--- config.mk ---
export PLATFORM = sky130hd
export DESIGN_NAME = seg7_display_driver
export DESIGN_NICKNAME = d
export VERILOG_FILES = /design/src/rtl/seg7_pkg.sv /design/src/rtl/bin2bcd_seq.sv /design/src/rtl/seg7_display_driver.sv
export SDC_FILE = /design/constraint.sdc
export NUM_CORES = 1
export LEC_CHECK = 0
export ABC_AREA = 1
export CAP_MARGIN = 20
export CORE_MARGIN = 2
export CORE_UTILIZATION = 35
export DETAILED_ROUTE_END_ITERATION = 10
export PLACE_DENSITY = 0.56
export SKIP_CTS_REPAIR_TIMING = 1
export SYNTH_ARGS = -nofsm -noshare
export SYNTH_HDL_FRONTEND = slang
export SYNTH_SLANG_ARGS = --single-unit
--- constraint.sdc ---
create_clock -name clk_i -period 5.2 [get_ports clk_i]
set_input_delay 1.04 -clock clk_i [delete_from_list [all_inputs] [get_ports clk_i]]
set_output_delay 1.04 -clock clk_i [all_outputs]
set_load 0.05 [all_outputs]
--- src/rtl/seg7_pkg.sv ---
// Glyph set, segment encodings and display range limits for the seven-segment driver.
package seg7_pkg;

  typedef enum logic [3:0] {
    D0, D1, D2, D3, D4, D5, D6, D7, D8, D9,
    BLANK, MINUS, E, R
  } glyph_e;

  localparam int BCD_W = 4;
  localparam logic signed [15:0] MAX_VAL = 16'sd9999;
  localparam logic signed [15:0] MIN_VAL = -16'sd999;

  // Active-low {g,f,e,d,c,b,a}
  function automatic logic [6:0] glyph_to_seg(input glyph_e g);
    case (g)
      D0:      return 7'b1000000;
      D1:      return 7'b1111001;
      D2:      return 7'b0100100;
      D3:      return 7'b0110000;
      D4:      return 7'b0011001;
      D5:      return 7'b0010010;
      D6:      return 7'b0000010;
      D7:      return 7'b1111000;
      D8:      return 7'b0000000;
      D9:      return 7'b0010000;
      MINUS:   return 7'b0111111;
      E:       return 7'b0000110;
      R:       return 7'b0101111;
      default: return 7'b1111111;
    endcase
  endfunction

endpackage

--- src/rtl/bin2bcd_seq.sv ---
// Sequential double-dabble: 16 shift/add-3 iterations, one per cycle, after a start pulse.
// done_o is high during the final iteration; bcd_o is valid the cycle after.
module bin2bcd_seq
  import seg7_pkg::*;
(
  input  logic        clk_i,
  input  logic        rst_i,
  input  logic        start_i,
  input  logic [15:0] bin_i,
  output logic        done_o,
  output logic [15:0] bcd_o
);

  logic [15:0] bin_q, bin_d;
  logic [15:0] bcd_q, bcd_d;
  logic [15:0] adj;
  logic [3:0]  cnt_q, cnt_d;
  logic        run_q, run_d;
  logic [3:0]  nib;

  always_comb begin
    adj = '0;
    nib = '0;
    for (int i = 0; i < 4; i++) begin
      nib = bcd_q[i*BCD_W +: BCD_W];
      adj[i*BCD_W +: BCD_W] = (nib >= 4'd5) ? nib + 4'd3 : nib;
    end

    bin_d = bin_q;
    bcd_d = bcd_q;
    cnt_d = cnt_q;
    run_d = run_q;
    if (start_i) begin
      bin_d = bin_i;
      bcd_d = '0;
      cnt_d = '0;
      run_d = 1'b1;
    end else if (run_q) begin
      {bcd_d, bin_d} = {adj[14:0], bin_q, 1'b0};
      cnt_d = cnt_q + 4'd1;
      if (cnt_q == 4'd15) run_d = 1'b0;
    end
  end

  always_ff @(posedge clk_i) begin
    if (rst_i) begin
      bin_q <= '0;
      bcd_q <= '0;
      cnt_q <= '0;
      run_q <= 1'b0;
    end else begin
      bin_q <= bin_d;
      bcd_q <= bcd_d;
      cnt_q <= cnt_d;
      run_q <= run_d;
    end
  end

  assign done_o = run_q && (cnt_q == 4'd15);
  assign bcd_o  = bcd_q;

endmodule

--- src/rtl/seg7_display_driver.sv ---
// Captures a signed result on load, converts it to decimal glyphs and scans a
// 4-digit common-anode display; glyphs update atomically at the end of a conversion.
module seg7_display_driver
  import seg7_pkg::*;
#(
  parameter int DIGIT_TICKS = 100000
) (
  input  logic               clk_i,
  input  logic               rst_i,
  input  logic signed [15:0] value_i,
  input  logic               load_i,
  output logic               busy_o,
  output logic [3:0]         an_o,
  output logic [6:0]         seg_o,
  output logic               dp_o
);

  localparam int TW = $clog2(DIGIT_TICKS);

  typedef enum logic [1:0] {IDLE, CONV, COMMIT} state_e;

  state_e      state_q, state_d;
  glyph_e      glyph_q [4];
  glyph_e      glyph_d [4];
  glyph_e      commit_g [4];
  logic        neg_q, oor_q;
  logic        start;
  logic        bcd_done;
  logic [15:0] bcd;
  logic [15:0] mag;
  logic [1:0]  msd;
  logic [TW-1:0] tick_q;
  logic [1:0]  idx_q;
  logic [3:0]  an_q;
  logic [6:0]  seg_q;

  assign mag = value_i[15] ? (~value_i + 16'd1) : value_i;

  bin2bcd_seq u_bcd (
    .clk_i   (clk_i),
    .rst_i   (rst_i),
    .start_i (start),
    .bin_i   (mag),
    .done_o  (bcd_done),
    .bcd_o   (bcd)
  );

  // Sign goes one position left of the most significant shown digit.
  always_comb begin
    msd = 2'd0;
    for (int i = 1; i < 4; i++)
      if (bcd[i*BCD_W +: BCD_W] != 4'd0) msd = 2'(i);
    for (int i = 0; i < 4; i++)
      commit_g[i] = (i <= int'(msd)) ? glyph_e'(bcd[i*BCD_W +: BCD_W]) : BLANK;
    if (neg_q && msd != 2'd3) commit_g[msd + 2'd1] = MINUS;
    if (oor_q) begin
      commit_g[3] = E;
      commit_g[2] = R;
      commit_g[1] = R;
      commit_g[0] = BLANK;
    end
  end

  always_comb begin
    state_d = state_q;
    start   = 1'b0;
    glyph_d = glyph_q;
    case (state_q)
      IDLE: if (load_i) begin
        start   = 1'b1;
        state_d = CONV;
      end
      CONV: if (bcd_done) state_d = COMMIT;
      COMMIT: begin
        glyph_d = commit_g;
        state_d = IDLE;
      end
      default: state_d = IDLE;
    endcase
  end

  always_ff @(posedge clk_i) begin
    if (rst_i) begin
      state_q <= IDLE;
      neg_q   <= 1'b0;
      oor_q   <= 1'b0;
      for (int i = 0; i < 4; i++) glyph_q[i] <= BLANK;
    end else begin
      state_q <= state_d;
      glyph_q <= glyph_d;
      if (start) begin
        neg_q <= value_i[15];
        oor_q <= (value_i > MAX_VAL) || (value_i < MIN_VAL);
      end
    end
  end

  always_ff @(posedge clk_i) begin
    if (rst_i) begin
      tick_q <= '0;
      idx_q  <= 2'd0;
      an_q   <= 4'b1111;
      seg_q  <= 7'b1111111;
    end else begin
      if (tick_q == TW'(DIGIT_TICKS - 1)) begin
        tick_q <= '0;
        idx_q  <= idx_q + 2'd1;
      end else begin
        tick_q <= tick_q + TW'(1);
      end
      an_q  <= ~(4'b0001 << idx_q);
      seg_q <= glyph_to_seg(glyph_q[idx_q]);
    end
  end

  assign busy_o = (state_q != IDLE);
  assign an_o   = an_q;
  assign seg_o  = seg_q;
  assign dp_o   = 1'b1;

endmodule

==> impl.org <==
** Placed design
- Including well taps, the total number of placed cells is 840.
- Input and output buffers added on the ports amount to 30.
- At the placement stage, the worst setup path has a slack of 2.35 ns.
- Detail Placement HPWL :: between 7000 and 8000 um
- Routability congestion estimate :: 0.889

** Drt
- Remaining antenna violation count after routing :: 0
- Routed signal wires occupy layers up through met4.
- Remaining DRCs :: 0
- Number of iterations in the first detailed-routing pass :: 4
- In the final routed layout, each cell accounts on average for about 12 um.
- For this block, the initial DRC count from the detailed router was roughly 310.
- Detailed route wirelength on metal3 :: 371 um
- Via count of the routed design :: 4164
- Routed via count divided by cell count :: a little under 5
- For this block, wires on met1 add up to around 5400 um.
- In the detailed route, the total length drawn on met2 is about 4700 um.
- For this block, the routed nets add up to roughly 11000 um of wire.

** Logic synthesis
- Net count after synthesis :: approximately 700
- Gate count of the mapped netlist :: between 600 and 700
- In the synthesized netlist the dominant register cell turns out to be dfxtp_1.
- Share of flip-flops with an asynchronous set or reset after synthesis :: 0
- After synthesis the netlist holds a flip-flop and latch count of 87.
- Synth Area per Inst :: 7.11 um^2
- Counting distinct cell types in the post-synthesis netlist gives 54.
- The synthesized design contains 0 enable-type register cells.
- The Yosys step of the flow raised 0 warnings.
- Proportion of synthesized chip area in sequential cells :: 0.374
- Netlist Area Pre-Place :: approximately 0.0047 mm^2

** Final layout
- For this run, the number of standard cells in the final layout without fillers is around 860.
- 0 antenna diodes ended up in the layout.
- After filler insertion, the fill cell instance count of the layout stands at about 1400.
- Relative to the synthesized area, the layout overhead comes to 15.9%.
- At the end of the flow, the number of nets in the layout was a little over 700.
- Of the cells placed in the final design, the portion with a size suffix greater than 1 is 0.0765.

** Setup path
- The worst setup path is launched from a flop.
- In this design, the stage delay of the slowest critical-path cell is slightly above 0.8 ns.
- For the worst flop-to-flop path, the logic depth is 10.
- The signal on the critical path passes through inv_2, nand2_4, clkdlybuf4s50_1.
- Data on the critical path arrives at its endpoint at 1.74 ns.
- Worst-case register-to-register setup slack :: 3.12 ns
- The critical path is of the flop to primary output type.
- Maximum fanout count along the critical path :: 3
- Source of the critical timing path :: state_q[0]
- In this run the critical register-to-register path is captured at seg_o[4].
- Crit path max-delay cell type :: clkdlybuf4s50_1
- R2R Path Start :: idx_q[0]
- Required time of the worst setup path :: 4.16 ns
- Type of destination of the critical path :: primary output

** Run status
- Status :: finished, final reports clean

** Power and ir drop
- Clock power share :: 0.455
- Switching fraction of total power :: 0.246
- Cell-internal power :: roughly 1.2 mW
- Proportion of power drawn by combinational gates :: 0.102
- Areal power density over the cells :: between 200 and 300 mW/mm^2
- For this design the static power due to leakage is between 2 and 2.5 nW.
- The analysis attributes to net switching a power of just under 400 uW.
- The share of total power dissipated in sequential elements is 0.444.
- IR analysis of the VDD net gives a maximum drop of 0.140 mV.

** Clock tree
- No sink is reached through more buffers than the 2 on the longest clock path.
- For the worst-skew pair, the clock arrives at the later sink with an insertion delay of 0.34 ns.
- The root buffer cell chosen for the clock tree is clkbuf_16.
- Number of CTS-inserted buffers :: 9
- The H-tree was split into 3 levels.
- Register clock-pin slew on the reported worst setup and hold paths :: approximately 0.06 ns
- Clock tree from TritonCTS :: yes
- Count of clock tree sinks :: 87

** Global routing
- Global routing finished with a remaining overflow of 0.
- The number of antenna violations at the first check in global routing was 0.
- The via count of the first global-routing pass was 3941.
- Entering global routing, the biggest net connects 33 pins.
- For this run, the total global-route usage over all layers was measured as 0.160.
- Wire length of the first global-routing pass :: roughly 19000 um

** Timing
- Final worst-path setup slack :: between 2 and 2.5 ns
- Sum Neg Setup Slack :: 0 ns
- Setup repair after global routing left no endpoint under its margin.
- In the finished design, the share of the clock period the worst path needs comes to 0.534.
- Transition at the pin with the smallest max-transition slack :: 0.704 ns
- Final setup violation count :: 0
- The worst path in the final design needs a cycle of 2.78 ns, including I/O delays and setup.
- Derived from the worst setup path, the maximum achievable clock frequency is around 360 MHz.
- Final Max Slew Viols :: 0
- Worst clock skew :: roughly 0.010 ns
- Count of final hold-check violations :: 0
- Tightest slew margin relative to the limit :: 0.529

** Floorplanning
- For this configuration, the core starts out at a cell density of 0.355.
- Row count :: 42
- Die Outline Area :: around 0.014 mm^2
- Overall die width :: about 120 um
- Total core area :: 0.0131 mm^2
- Pin placement for this block handled 32 I/O pins.
- From bottom edge to top edge, the die measures between 100 and 150 um.

** Min path
- The worst hold path begins at state_q[1].
- The path class of the tightest hold or removal check is flop to flop.
- The worst hold path terminates at state_q[1].
- Counting instances, the worst hold path has a depth of 1.

** Flow run
- Max-cap violations :: 0
logic make-up (layout without fill, tap and decap cells):
group | count (synthesis) | after routing | synth area share
adders and majority gates | 22 | 22 | 0.0592
other | 1 | 1 | 0.000806
buffers and inverters | 94 | 120 | 0.0861
AOI/OAI and AO/OA | 125 | 125 | 0.151
xor gates and xnor gates | 15 | 15 | 0.0282
muxes | 1 | 1 | 0.00215
and+or+nand+nor | 309 | 309 | 0.298
DFF | 87 | 87 | 0.374
layer usage:
| layer | up-vias | global-route usage |
|---|---|---|
| li1 | 2156 | - |
| met3 | 11 | 0.0239 |
| met1 | 1924 | 0.222 |
| met4 | 0 | 0.0632 |
| met2 | 73 | 0.249 |
| met5 | - | 0 |
synthesized netlist by cell type, types with 8 or more instances:
master | number | area (um^2)
inv_2 | 10 | 37.5
nand2_1 | 177 | 664
a21oi_1 | 53 | 265
xor2_1 | 14 | 123
inv_1 | 61 | 229
clkbuf_1 | 8 | 30.0
dfxtp_1 | 87 | 1740
o21ai_0 | 41 | 205
nand3_1 | 27 | 135
buf_2 | 8 | 40.0
nor2_1 | 57 | 214
ha_1 | 22 | 275
worst max path at each step:
stage | endpoint | slack [ns]
final | busy_o | 2.42
after global routing | busy_o | 2.37
after global placement | u_bcd.bin_q[6] | 2.36
after detailed placement | u_bcd.bin_q[6] | 2.35
after floorplan | u_bcd.bin_q[14] | 3.17
after CTS | busy_o | 2.40
critical path, delay by kind of cell (launching register included):
family                 cells  cell delay [ns]
DFF                        1             0.41
buffers and inverters      2             0.90
and+or+nand+nor            1             0.09
layout by cell type, fill, tap and decap left out, types with 5 or more instances in the layout:
cell,count
a21oi_1,53
clkbuf_16,9
clkdlybuf4s50_1,30
dfxtp_1,87
ha_1,22
inv_1,61
inv_2,10
nand2_1,177
nand3_1,27
nand4_1,6
nor2_1,57
nor2_4,5
nor3_1,7
o21ai_0,41
o21ai_1,6
xor2_1,14
metrics by stage:
stage | hold WS, ns | cell area [um^2] | utilization | total power, mW
2_1_floorplan | 0.418 | 4650 | - | 0.829
3_3_place_gp | 0.430 | 5060 | 0.386 | 0.873
3_5_place_dp | 0.449 | 5060 | 0.386 | 0.876
4_1_cts | 0.458 | 5390 | 0.412 | 1.59
5_1_grt | 0.479 | 5390 | 0.412 | 1.65
6_report | 0.451 | 5390 | 0.412 | 1.58
power groups by stage:
stage / Clock (mW) / Combinational [mW] / Sequential, mW
3_3_place_gp: 0 / 0.158 / 0.715
5_1_grt: 0.761 / 0.184 / 0.704
3_5_place_dp: 0 / 0.160 / 0.716
2_1_floorplan: 0 / 0.116 / 0.713
6_report: 0.719 / 0.161 / 0.701
4_1_cts: 0.732 / 0.161 / 0.701
registers in the layout, summed over array words and instances, names as in the netlist:
signal and count:
idx_q 2, neg_q 1, u_bcd.bcd_o 16, seg_o 7, state_q 2, glyph_q 16, u_bcd.bin_q 16, tick_q 17
u_bcd.cnt_q 4, oor_q 1, u_bcd.run_q 1, an_o 4
final cells by class:
| type | instances | area, um^2 | area share |
|---|---|---|---|
| sequential | 87 | 1740 | 0.323 |
| multi-input combinational | 473 | 2510 | 0.465 |
| tap | 176 | 220 | 0.0409 |
| timing repair buffer | 32 | 315 | 0.0585 |
| clock inverter | 4 | 77.6 | 0.0144 |
| clock buffer | 12 | 256 | 0.0476 |
| inverter | 72 | 270 | 0.0501 |
No activity file was read; power rests on OpenSTA's default activity.
